$ cat src/rtl/slug_boot_ctrl.sv
// slug_boot_ctrl: boot/run controller for the slug 4-bit CPU.
// Streams a program image into program memory, keeps the core in reset while
// loading and for a short window afterwards, then gates the core clock-enable
// for run / halt / single-step with one program-counter breakpoint.
module slug_boot_ctrl #(
   parameter int ADDR_W   = 16,
   parameter int RST_HOLD = 4
) (
   input  logic              clk,
   input  logic              rst,
   input  logic              cmd_load,
   input  logic              cmd_run,
   input  logic              cmd_step,
   input  logic              cmd_halt,
   input  logic              ld_valid,
   input  logic [7:0]        ld_data,
   input  logic              ld_last,
   output logic              ld_ready,
   input  logic              brk_en,
   input  logic [ADDR_W-1:0] brk_addr,
   input  logic [ADDR_W-1:0] pc,
   output logic              pm_we,
   output logic [ADDR_W-1:0] pm_addr,
   output logic [7:0]        pm_wdata,
   output logic              cpu_rst,
   output logic              cpu_en,
   output logic [2:0]        state,
   output logic              brk_hit,
   output logic              ld_err
);

   typedef enum logic [2:0] {
      ST_IDLE = 3'd0,
      ST_LOAD = 3'd1,
      ST_HOLD = 3'd2,
      ST_HALT = 3'd3,
      ST_RUN  = 3'd4,
      ST_STEP = 3'd5
   } state_t;

   // Hold counter runs 0 .. RST_HOLD-1 while in HOLD.
   localparam int                HCNT_W    = (RST_HOLD > 1) ? $clog2(RST_HOLD) : 1;
   localparam logic [HCNT_W-1:0] HOLD_LAST = HCNT_W'(RST_HOLD - 1);
   localparam logic [ADDR_W-1:0] ADDR_TOP  = {ADDR_W{1'b1}};

   state_t              state_r;
   state_t              state_nx_s;
   logic [ADDR_W-1:0]   addr_r;
   logic [HCNT_W-1:0]   hold_cnt_r;
   logic                skip_r;
   logic                brk_hit_r;
   logic                ld_err_r;
   logic                pm_we_r;
   logic [ADDR_W-1:0]   pm_addr_r;
   logic [7:0]          pm_wdata_r;
   logic                cpu_rst_r;
   logic                ld_ready_r;

   logic                accept_s;
   logic                at_top_s;
   logic                brk_match_s;
   logic                load_go_s;
   logic                brk_fire_s;
   logic                cpu_en_s;
   logic                clr_brk_s;

   // Handshake and breakpoint qualifiers shared by the FSM and the datapath.
   always_comb begin
      accept_s    = ld_valid & ld_ready_r;
      at_top_s    = (addr_r == ADDR_TOP);
      brk_match_s = brk_en & (pc == brk_addr) & ~skip_r;
   end

   // Next-state and clock-enable decode; commands resolve as load > halt > step > run.
   always_comb begin
      state_nx_s = state_r;
      load_go_s  = 1'b0;
      brk_fire_s = 1'b0;
      cpu_en_s   = 1'b0;
      clr_brk_s  = 1'b0;
      case (state_r)
         ST_IDLE: begin
            if (cmd_load) begin
               state_nx_s = ST_LOAD;
               load_go_s  = 1'b1;
            end else begin
               state_nx_s = ST_IDLE;
            end
         end
         ST_LOAD: begin
            if (accept_s && (ld_last || at_top_s)) begin
               state_nx_s = ST_HOLD;
            end else begin
               state_nx_s = ST_LOAD;
            end
         end
         ST_HOLD: begin
            // Core reset is synchronous, so it must be clocked during the hold window.
            cpu_en_s = 1'b1;
            if (hold_cnt_r == HOLD_LAST) begin
               state_nx_s = ST_HALT;
            end else begin
               state_nx_s = ST_HOLD;
            end
         end
         ST_HALT: begin
            if (cmd_load) begin
               state_nx_s = ST_LOAD;
               load_go_s  = 1'b1;
            end else if (cmd_halt) begin
               state_nx_s = ST_HALT;
            end else if (cmd_step) begin
               state_nx_s = ST_STEP;
               clr_brk_s  = 1'b1;
            end else if (cmd_run) begin
               state_nx_s = ST_RUN;
               clr_brk_s  = 1'b1;
            end else begin
               state_nx_s = ST_HALT;
            end
         end
         ST_RUN: begin
            if (cmd_load) begin
               state_nx_s = ST_LOAD;
               load_go_s  = 1'b1;
            end else if (cmd_halt) begin
               state_nx_s = ST_HALT;
               brk_fire_s = brk_match_s;
            end else if (brk_match_s) begin
               // Suppress the enable so the instruction at brk_addr does not execute.
               state_nx_s = ST_HALT;
               brk_fire_s = 1'b1;
            end else begin
               state_nx_s = ST_RUN;
               cpu_en_s   = 1'b1;
            end
         end
         ST_STEP: begin
            cpu_en_s   = 1'b1;
            state_nx_s = ST_HALT;
         end
         default: begin
            state_nx_s = ST_IDLE;
         end
      endcase
   end

   // State register plus state-derived registered outputs.
   always_ff @(posedge clk) begin
      if (rst) begin
         state_r    <= ST_IDLE;
         cpu_rst_r  <= 1'b1;
         ld_ready_r <= 1'b0;
      end else begin
         state_r    <= state_nx_s;
         cpu_rst_r  <= (state_nx_s == ST_IDLE) || (state_nx_s == ST_LOAD) ||
                       (state_nx_s == ST_HOLD);
         ld_ready_r <= (state_nx_s == ST_LOAD);
      end
   end

   // Load address pointer and one-cycle-latency program memory write port.
   always_ff @(posedge clk) begin
      if (rst) begin
         addr_r     <= '0;
         pm_we_r    <= 1'b0;
         pm_addr_r  <= '0;
         pm_wdata_r <= 8'h00;
      end else begin
         pm_we_r <= accept_s;
         if (accept_s) begin
            pm_addr_r  <= addr_r;
            pm_wdata_r <= ld_data;
         end
         if (load_go_s) begin
            addr_r <= '0;
         end else if (accept_s && !at_top_s) begin
            // The pointer saturates at the top address instead of wrapping.
            addr_r <= addr_r + ADDR_W'(1);
         end
      end
   end

   // Reset-hold window counter and first-RUN-cycle breakpoint skip flag.
   always_ff @(posedge clk) begin
      if (rst) begin
         hold_cnt_r <= '0;
         skip_r     <= 1'b0;
      end else begin
         if ((state_r == ST_HOLD) && (state_nx_s == ST_HOLD)) begin
            hold_cnt_r <= hold_cnt_r + HCNT_W'(1);
         end else begin
            hold_cnt_r <= '0;
         end
         skip_r <= (state_nx_s == ST_RUN) && (state_r != ST_RUN);
      end
   end

   // Sticky status flags: breakpoint hit and load overrun.
   always_ff @(posedge clk) begin
      if (rst) begin
         brk_hit_r <= 1'b0;
         ld_err_r  <= 1'b0;
      end else begin
         if (load_go_s || clr_brk_s) begin
            brk_hit_r <= 1'b0;
         end else if (brk_fire_s) begin
            brk_hit_r <= 1'b1;
         end
         if (load_go_s) begin
            ld_err_r <= 1'b0;
         end else if (accept_s && at_top_s && !ld_last) begin
            ld_err_r <= 1'b1;
         end
      end
   end

   assign state    = state_r;
   assign cpu_rst  = cpu_rst_r;
   assign cpu_en   = cpu_en_s;
   assign ld_ready = ld_ready_r;
   assign pm_we    = pm_we_r;
   assign pm_addr  = pm_addr_r;
   assign pm_wdata = pm_wdata_r;
   assign brk_hit  = brk_hit_r;
   assign ld_err   = ld_err_r;

endmodule

$ cat config.mk
export PLATFORM = sky130hd
export DESIGN_NAME = slug_boot_ctrl
export DESIGN_NICKNAME = d
export VERILOG_FILES = /design/src/rtl/slug_boot_ctrl.sv
export SDC_FILE = /design/constraint.sdc
export NUM_CORES = 1
export LEC_CHECK = 0
export CAP_MARGIN = 30
export CORE_ASPECT_RATIO = 2
export CORE_UTILIZATION = 30
export CTS_CLUSTER_DIAMETER = 40
export CTS_CLUSTER_SIZE = 24
export DETAILED_ROUTE_END_ITERATION = 8
export GPL_ROUTABILITY_DRIVEN = 0
export GPL_TIMING_DRIVEN = 0
export MAX_ROUTING_LAYER = met4
export SLEW_MARGIN = 20
export SYNTH_ARGS = -nofsm -noshare
export SYNTH_HDL_FRONTEND = slang
export SYNTH_SLANG_ARGS = --single-unit
$ cat constraint.sdc
create_clock -name clk -period 3.8 [get_ports clk]
set_input_delay 0.76 -clock clk [delete_from_list [all_inputs] [get_ports clk]]
set_output_delay 0.76 -clock clk [all_outputs]
set_load 0.02 [all_outputs]
## Word level (Yosys, flattened, before mapping)

Cells that the tools add are included.

- Flip-flop bits (word level): 51
- Bits of input ports: 49
- Output and inout bits: 33
- Logic and storage cells: 75

- $add $sub $neg: 2
- Equality and inequality tests: 12
- Muxes and demuxes: 26
- Bitwise operators: 5
- Reductions and logical operators: 19

Operators by type and width:

| kind | number |
|---|---|
| 2-to-1 mux 3 bit | 7 |
| one-hot mux 3 bit (6 select lines) | 1 |
| adder 16 x 1 -> 16 bit (second input constant) | 1 |
| equality test 16 bit | 1 |
| equality test 16 bit (second input constant) | 1 |
| 2-to-1 mux 1 bit | 16 |
| equality test 3 x 2 -> 1 bit (second input constant) | 3 |
| equality test 3 bit (second input constant) | 3 |
| OR reduction 2 bit | 4 |
| equality test 3 x 1 -> 1 bit (second input constant) | 2 |
| logical AND 1 bit | 6 |
| zero test 3 bit | 2 |
| logical OR 1 bit | 4 |
| bitwise AND 1 bit | 3 |
| inequality test 3 bit (second input constant) | 1 |
| OR reduction 3 bit | 1 |
| adder 2 x 1 -> 2 bit (second input constant) | 1 |
| equality test 2 bit (second input constant) | 1 |
| zero test 1 bit | 2 |
| 2-to-1 mux 2 bit | 1 |
| inverter 1 bit | 2 |
| one-hot mux 1 bit (2 select lines) | 1 |

## Depth between registers and ports, before layout

Gate-level depths: netlist of run 1.

- Depth after elaboration: 11
- Mapped depth: 8

## Worst setup path before layout of run 1

OpenSTA, ideal clock, no wires.

- Path type: input -> output
- Start: input brk_addr[14]
- End: output cpu_en
- Data arrival time: 1.716 ns
- Data required time: 3.040 ns
- Path slack: 1.324 ns
- Stages: 5
- Path through: xor2_1 nor4_1 nand4b_1 o21ai_0 nand2_1

- Longest elaborated chain between the ends: 7

Ends and longest elaborated chain:

| element | RTL line | text |
|---|---|---|
| start, declared | 20 | `input logic [ADDR_W-1:0] brk_addr,` |
| equality test 16 bit | 71 | `brk_match_s = brk_en & (pc == brk_addr) & ~skip_r;` |
| bitwise AND 1 bit (2 in a row) | 71 |  |
| 2-to-1 mux 1 bit | 129 | `end else if (brk_match_s) begin` |
| 2-to-1 mux 1 bit | 126 | `end else if (cmd_halt) begin` |
| 2-to-1 mux 1 bit | 123 | `if (cmd_load) begin` |
| one-hot mux 1 bit (2 select lines) | 81 | `case (state_r)` |
| end, declared | 26 | `output logic cpu_en,` |

Every way passes these cells.

## Worst setup path in the final report of run 1

Same ends and word-level chain as after synthesis.

==> flow_summary.rst, run 1 <==
.. list-table::
   :header-rows: 1

   * - Metric
     - Value
   * - Run status
     - finished clean
   * - Drt drc
     - 0
   * - Number of nets in the synthesized netlist
     - around 320
   * - Setup skew after layout
     - ~0.0063 ns
   * - Cells on worst reg2reg path
     - 7
   * - Total setup violations reported at the end of the flow
     - 0
   * - Uppermost layer routed
     - met4
   * - Cell types occupying the most area after synthesis
     - sky130_fd_sc_hd__dfxtp_1 44%, sky130_fd_sc_hd__nand2_1 9.9%, sky130_fd_sc_hd__xor2_1 8.8%
   * - Layout overhead on the synthesized area
     - 47.2%
   * - Startpoint of the lowest-slack register-to-register path
     - addr_r[0]
   * - Number of global-route vias before repair
     - 2,211
   * - Hpwl dp
     - 4.35 mm
   * - Count of antenna diodes in the layout
     - 0
   * - Synthesis warning total
     - 0
   * - Ys flop type
     - sky130_fd_sc_hd__dfxtp_1
   * - Sequential area share after synthesis
     - 44.3%
   * - Filler cell count
     - 754
   * - Buffers inserted by post-CTS timing repair
     - 0
   * - Top Ports
     - roughly 80
   * - Critical Path RT
     - approximately 3.0 ns
   * - Filler-free cell count of the finished design
     - 454
   * - Count of port buffers added during placement
     - 81
   * - Fraction of layout instances using a drive strength above 1
     - between 4 and 5%
   * - Placeable core region
     - approximately 0.0073 mm²
   * - Drt pass-1 iters
     - 4
   * - Psw
     - 281 µW
   * - Dominant combinational cell family by area after synthesis
     - simple AND/OR/NAND/NOR gates
   * - Endpoint of the lowest-slack register-to-register path
     - addr_r[15]
   * - Initial Util
     - approximately a third
   * - Total standard cell area after synthesis
     - around 0.0023 mm²
   * - H-tree level count
     - 2
   * - Complex-gate fraction of the synthesized area
     - between 10 and 15%
   * - Relative slew margins
     - between 50% and 60%
   * - Max-cap violations
     - 0
   * - Worst hold-check path type
     - reg -> reg
   * - Largest net degree at the start of global routing
     - 16
   * - Min setup slack post-route
     - between 0.15 and 0.2 ns
   * - Aggregate routed wire length
     - 5.51 mm
   * - Y dimension of the die
     - about 130 µm
   * - Root Buffer Master
     - sky130_fd_sc_hd__clkbuf_16
   * - Met1 routed wirelength after detailed routing
     - around 2.1 mm
   * - Top-count cell post-synth
     - sky130_fd_sc_hd__nand2_1
   * - Proportion of power drawn by combinational gates
     - between 10 and 15%
   * - TritonCTS clock tree
     - yes
   * - Nets@finish
     - slightly above 400
   * - Switching part of the total
     - about a quarter
   * - Simple-gate share of the synthesized area
     - between 30 and 40%
   * - Area taken by multi-input logic gates
     - about 0.0012 mm²
   * - Number of instances in the synthesized netlist
     - approximately 270
   * - Number of enable flip-flop cells after synthesis
     - 0
   * - Drt wl/cell
     - between 10 and 15 µm
   * - Routed met2 length
     - ~3.1 mm
   * - Critical path arrival
     - ~2.8 ns
   * - Clock network fraction of total power
     - approximately two fifths
   * - Total Neg Setup Slack
     - 0 ns
   * - Internal power contribution
     - 913 µW
   * - Seq. cell area
     - between 0.001 and 0.0015 mm²
   * - Reported leakage power
     - 0.00115 µW
   * - Synthesis-stage register bit count
     - 51
   * - Num CTS Buffers
     - 5
   * - Multiplexer area fraction after synthesis
     - 0%
   * - Maximum clock insertion buffer count
     - 2
   * - Max rail drop VDD
     - roughly 0.15 mV
   * - CTS Sinks
     - between 50 and 60
   * - Met3 layer wire length in the routed design
     - approximately 240 µm
   * - Area share of the largest cell type after synthesis
     - between 40% and 50%
   * - Adder-cell area share of the yosys netlist
     - approximately 1.1%
   * - Cell count after placement
     - about 450
   * - Number of hold buffers added after CTS
     - 0
   * - Clock edge transition at the registers on the reported setup and hold paths
     - about 0.060 ns
   * - Classification of the worst setup path
     - in -> out
   * - Depth of the worst hold-timing path
     - 2
   * - Slowest stage delay, CP
     - between 0.5 and 0.6 ns
   * - Setup slack after placement
     - 0.113 ns
   * - Xor and xnor area share after synthesis
     - 10.7%
   * - ANT nets after route
     - 0
   * - Share of synthesized registers carrying an async set or reset
     - 0%
   * - Highest clock frequency the design can meet
     - around 0.28 GHz
   * - Crit start category
     - input port
   * - Largest area contributor in the netlist
     - sky130_fd_sc_hd__dfxtp_1
   * - Slowest stage cell on the critical path
     - sky130_fd_sc_hd__clkdlybuf4s50_1
   * - Global route overflow
     - 0
   * - Antenna violations before repair
     - 0
   * - Share of the cycle needed by the critical path after routing
     - approximately 95%
   * - Die outline width
     - between 60 and 70 µm
   * - Cells along the critical path
     - clkdlybuf4s50_1 > xor2_1 > nor4_1 > nand4b_1 > o21ai_0 > nand2_1 > clkdlybuf4s50_1
   * - Final Hold Viols
     - 0
   * - Slew at the pin closest to its max-slew limit
     - 0.627 ns
   * - Ranking of synthesized cells by instance count
     - 61 x sky130_fd_sc_hd__nand2_1, 51 x sky130_fd_sc_hd__dfxtp_1, 33 x sky130_fd_sc_hd__a21oi_1, 23 x sky130_fd_sc_hd__xor2_1, 21 x sky130_fd_sc_hd__nor2_1
   * - Detailed router's first-iteration violation count
     - 53
   * - CP most frequent cell
     - sky130_fd_sc_hd__clkdlybuf4s50_1
   * - Total die area
     - about 0.008 mm²
   * - FP Rows
     - 44
   * - Worst reg-to-reg setup slack
     - ~1.6 ns
   * - Largest fanout of any net on the critical path
     - 4
   * - Setup repair after global routing missed its margin
     - no
   * - Proportion of power drawn by flip-flops and latches
     - a little under half
   * - Clock insertion delay at the later pin of the skew report
     - roughly 0.29 ns
   * - Pwr dens
     - approximately 350 mW/mm²
   * - Wire length of the first global-routing pass
     - 9.54 mm
   * - Synthesized area per cell
     - approximately 8.4 µm²
   * - Slew Viols, Final
     - 0
   * - Final Critical Period
     - 3.60 ns
   * - Distinct cell type count after synthesis
     - 40
   * - Crit end category
     - output port
   * - Hold worst-path end
     - pm_wdata[0]
   * - Power Total
     - around 1200 µW
   * - Vias post-DR
     - ~2,200
   * - Total global-route track usage
     - between 10% and 20%
   * - Per-cell via count in the routed design
     - about 4.8
   * - Number of instances resized during post-cts repair
     - 0
   * - Critical hold path startpoint
     - pm_wdata[0]
## kinds of logic after synthesis
family | Yosys count
AO/OA/AOI/OAI | 47
XOR/XNOR | 28
adder cells (fa/ha/maj) | 2
buffers and inverters | 14
flip-flops | 51
AND/OR/NAND/NOR | 131
## per-layer routing
| layer | track usage, % | vias to the layer above |
|---|---|---|
| li1 | - | 1105 |
| met1 | 15.2 | 990 |
| met2 | 28.5 | 74 |
| met3 | 2.26 | 14 |
| met4 | 7.75 | 0 |
| met5 | - | - |
## metrics by stage
step | util [%] | cell area, µm² | hold WS, ns
3_3_place_gp | 44.1 | 3230 | 0.442
5_1_grt | 46.3 | 3390 | 0.471
6_report | 46.3 | 3390 | 0.453
2_1_floorplan | - | 2300 | 0.457
4_1_cts | 46.3 | 3390 | 0.456
3_5_place_dp | 44.1 | 3230 | 0.448
## cells in the final DEF (no fill, tap or decap), types with 5 or more instances in the layout
master                             n
sky130_fd_sc_hd__xor2_1           23
sky130_fd_sc_hd__clkbuf_1          9
sky130_fd_sc_hd__a21oi_1          33
sky130_fd_sc_hd__dfxtp_1          51
sky130_fd_sc_hd__nand3_1           5
sky130_fd_sc_hd__clkbuf_16         5
sky130_fd_sc_hd__nand2_1          61
sky130_fd_sc_hd__nand4_1           5
sky130_fd_sc_hd__clkdlybuf4s50_1  81
sky130_fd_sc_hd__xnor2_1           5
sky130_fd_sc_hd__nor2_1           21
sky130_fd_sc_hd__o21ai_0           8
## layout make-up
class,instances,area share [%]
repair buffers,81,23.9
clock inverters,1,0.222
flip-flops and latches,51,30.1
inverters,2,0.222
clock buffers,7,4.51
plain buffers,12,1.37
well taps,92,3.40
multi-input cells,208,36.2
## how the worst max path moves through the flow
stage,start,end,slack [ns]
after floorplan,brk_addr[14],cpu_en,1.32
after global placement,brk_addr[14],cpu_en,0.11
after detailed placement,brk_addr[14],cpu_en,0.11
after CTS,brk_addr[14],cpu_en,0.12
after global routing,brk_addr[14],cpu_en,0.09
final,brk_addr[14],cpu_en,0.20
## sequential cells by signal, summed over array words and instances (netlist names)
| name | flops |
|---|---|
| hold_cnt_r | 2 |
| state | 3 |
| pm_we | 1 |
| pm_wdata | 8 |
| skip_r | 1 |
| addr_r | 16 |
| ld_err | 1 |
| brk_hit | 1 |
| pm_addr | 16 |
| cpu_rst | 1 |
| ld_ready | 1 |
## power groups by stage
stage	clock network, µW	logic, µW	registers, µW
after CTS	487	170	553
after detailed placement	0	170	565
after floorplan	0	66.0	575
after global placement	0	168	565
final	474	167	553
after global routing	513	184	554
## worst max-delay path: cells and delay by family
kind            cells  cell delay (ns)
compound gates      1             0.31
xor+xnor            1             0.16
buf+inv             2             0.95
simple gates        3             0.65
Note: power is estimated with default switching activity, not from simulation.
==> run 2, diff against run 1 <==
--- a/config.mk
+++ b/config.mk
@@ -14,7 +14,6 @@
 export GPL_ROUTABILITY_DRIVEN = 0
 export GPL_TIMING_DRIVEN = 0
 export MAX_ROUTING_LAYER = met4
-export SLEW_MARGIN = 20
 export SYNTH_ARGS = -nofsm -noshare
 export SYNTH_HDL_FRONTEND = slang
 export SYNTH_SLANG_ARGS = --single-unit
==> constraint.sdc (replaced) <==
create_clock -name clk -period 4.4 [get_ports clk]
set_input_delay 0.88 -clock clk [delete_from_list [all_inputs] [get_ports clk]]
set_output_delay 0.88 -clock clk [all_outputs]
set_load 0.02 [all_outputs]
==> results of run 2 <==
Same layout as run 1 (identical final DEF). Status: finished clean.
Main changes from that run: setup slack after placement 0.113 ns -> 0.473 ns; setup slack after layout 0.198 ns -> 0.558 ns; register-to-register setup slack 1.61 ns -> 2.21 ns; total power 1190 µW -> 1030 µW; worst IR drop on VDD 0.152 mV -> 0.132 mV
==> run 3, diff against run 2 <==
--- a/config.mk
+++ b/config.mk
@@ -7,6 +7,7 @@
 export LEC_CHECK = 0
 export CAP_MARGIN = 30
 export CORE_ASPECT_RATIO = 2
+export CORE_MARGIN = 4
 export CORE_UTILIZATION = 30
 export CTS_CLUSTER_DIAMETER = 40
 export CTS_CLUSTER_SIZE = 24
==> run 3 against run 2 <==
  * Register-to-register slack is essentially flat
  * Critical path type unchanged
  * Utilization shrank 1.2 points
  * Largest power group unchanged
  * Critical endpoint unchanged
  * Clock power grew 9.5%
==> flow_summary.rst, run 3 (synthesized netlist as in run 1, its figures left out) <==
.. list-table::
   :header-rows: 1

   * - Metric
     - Value
   * - Total setup violations reported at the end of the flow
     - 0
   * - Proportion of power drawn by flip-flops and latches
     - roughly 45%
   * - FP Rows
     - 45
   * - Largest fanout of any net on the critical path
     - 4
   * - Number of global-route vias before repair
     - around 2,100
   * - Critical path arrival
     - roughly 3.0 ns
   * - Slew at the pin closest to its max-slew limit
     - between 0.5 and 0.6 ns
   * - Critical Path RT
     - approximately 3.5 ns
   * - Clock insertion delay at the later pin of the skew report
     - just under 0.3 ns
   * - Wire length of the first global-routing pass
     - 9.43 mm
   * - Final Hold Viols
     - 0
   * - Slew Viols, Final
     - 0
   * - Fraction of layout instances using a drive strength above 1
     - 4.70%
   * - H-tree level count
     - 2
   * - Antenna violations before repair
     - 0
   * - Placeable core region
     - roughly 0.0075 mm²
   * - Startpoint of the lowest-slack register-to-register path
     - addr_r[0]
   * - Worst-case hold slack
     - around 0.45 ns
   * - Internal power contribution
     - just over 800 µW
   * - Count of port buffers added during placement
     - 81
   * - TritonCTS clock tree
     - yes
   * - Share of the cycle needed by the critical path after routing
     - between 80% and 90%
   * - Seq. cell area
     - a little over 0.001 mm²
   * - Number of instances resized during post-cts repair
     - 0
   * - Total Neg Setup Slack
     - 0 ns
   * - Max rail drop VDD
     - ~0.15 mV
   * - Reported leakage power
     - 0.00116 µW
   * - Commonest non-fill, non-tap cells in the layout
     - 81 x sky130_fd_sc_hd__clkdlybuf4s50_1, 61 x sky130_fd_sc_hd__nand2_1, 51 x sky130_fd_sc_hd__dfxtp_1, 33 x sky130_fd_sc_hd__a21oi_1, 23 x sky130_fd_sc_hd__xor2_1
   * - Max-cap violations
     - 0
   * - Number of hold buffers added after CTS
     - 0
   * - Layout overhead on the synthesized area
     - 47.9%
   * - Buffers inserted by post-CTS timing repair
     - 0
   * - Root Buffer Master
     - sky130_fd_sc_hd__clkbuf_16
   * - Switching part of the total
     - 22.4%
   * - Y dimension of the die
     - 132 µm
   * - Initial Util
     - between 30% and 40%
   * - Per-cell via count in the routed design
     - roughly 4.7
   * - ANT nets after route
     - 0
   * - Slowest stage delay, CP
     - about 0.55 ns
   * - Hold worst-path end
     - pm_wdata[1]
   * - Cells on worst reg2reg path
     - 7
   * - Relative slew margins
     - 60.0%
   * - CP most frequent cell
     - sky130_fd_sc_hd__clkdlybuf4s50_1
   * - Die outline width
     - approximately 70 µm
   * - Highest clock frequency the design can meet
     - between 0.2 and 0.3 GHz
   * - Worst hold-check path type
     - reg -> reg
   * - Aggregate routed wire length
     - roughly 5.7 mm
   * - Crit start category
     - input port
   * - Setup skew after layout
     - between 0.005 and 0.006 ns
   * - Count of antenna diodes in the layout
     - 0
   * - Area taken by multi-input logic gates
     - between 0.001 and 0.0015 mm²
   * - Critical hold path startpoint
     - pm_wdata[1]
   * - Nets@finish
     - around 400
   * - Vias post-DR
     - 2,147
   * - Run status
     - finished clean
   * - Num CTS Buffers
     - 5
   * - Classification of the worst setup path
     - in -> out
   * - Hpwl dp
     - between 4 and 5 mm
   * - Clock edge transition at the registers on the reported setup and hold paths
     - ~0.060 ns
   * - Psw
     - around 240 µW
   * - Final Critical Period
     - 3.88 ns
   * - Min setup slack post-route
     - around 0.52 ns
   * - Drt wl/cell
     - approximately 12 µm
   * - CTS Sinks
     - 51
   * - Crit end category
     - output port
   * - Drt drc
     - 0
   * - Total die area
     - 0.00922 mm²
   * - Most common library cell in the layout ignoring fill and taps
     - sky130_fd_sc_hd__clkdlybuf4s50_1
   * - Global route overflow
     - 0
   * - Filler cell count
     - 784
   * - Endpoint of the lowest-slack register-to-register path
     - addr_r[15]
   * - Clock network fraction of total power
     - between 40% and 50%
   * - Drt pass-1 iters
     - 4
   * - Worst reg-to-reg setup slack
     - between 2 and 2.5 ns
   * - Setup repair after global routing missed its margin
     - no
   * - Top Ports
     - 82
   * - Total global-route track usage
     - 13.0%
   * - Detailed router's first-iteration violation count
     - 55
   * - Depth of the worst hold-timing path
     - 2
   * - Maximum clock insertion buffer count
     - 2
   * - Setup slack after placement
     - approximately 0.44 ns
   * - Slowest stage cell on the critical path
     - sky130_fd_sc_hd__clkdlybuf4s50_1
   * - Pwr dens
     - between 300 and 400 mW/mm²
   * - Proportion of power drawn by combinational gates
     - 13.4%
   * - Largest net degree at the start of global routing
     - 16
   * - Cells along the critical path
     - clkdlybuf4s50_1 > xor2_1 > nor4_1 > nand4b_1 > o21ai_0 > nand2_1 > clkdlybuf4s50_1
run 3: power by group through the flow:
stage	combinational [µW]	clock, µW	sequential (µW)
CTS	147	461	478
detailed placement	147	0	488
floorplan	57.0	0	497
global route	158	476	479
global placement	145	0	488
finish	144	448	477
run 3: layout make-up:
| type | count | share of cell area [%] |
|---|---|---|
| multi-input combinational | 208 | 36.1 |
| inverter | 2 | 0.221 |
| tap | 94 | 3.45 |
| timing repair buffer | 81 | 23.8 |
| clock buffer | 6 | 4.08 |
| buffer | 12 | 1.36 |
| sequential | 51 | 30.0 |
| clock inverter | 2 | 1.03 |
run 3: worst max path at each step:
stage                 start      to  slack [ns]  cells past startpoint
2_1_floorplan  brk_addr[14]  cpu_en        1.68                      5
3_3_place_gp   brk_addr[14]  cpu_en        0.45                      7
3_5_place_dp   brk_addr[14]  cpu_en        0.44                      7
4_1_cts        brk_addr[14]  cpu_en        0.44                      7
5_1_grt        brk_addr[14]  cpu_en        0.26                      7
6_report       brk_addr[14]  cpu_en        0.52                      7
run 3: critical path: cells and delay by family:
kind | cells | cell delay [ns]
buffers and inverters | 2 | 0.96
AND/OR/NAND/NOR | 3 | 0.68
AO/OA/AOI/OAI | 1 | 0.31
XOR/XNOR | 1 | 0.16
run 3: layer usage:
| layer | global-route usage (%) | share of wire [%] |
|---|---|---|
| met4 | 6.72 | 2.1 |
| met3 | 2.75 | 5.7 |
| met2 | 24.7 | 55 |
| met5 | - | 0 |
| met1 | 11.8 | 38 |
run 3: metrics by stage:
step	instances	util, %	instance area [µm²]	total power, µW
floorplan	273	-	2300	554
global placement	448	42.8	3230	633
detailed placement	448	42.8	3230	635
CTS	456	45.1	3400	1090
global route	456	45.1	3400	1110
finish	456	45.1	3400	1070
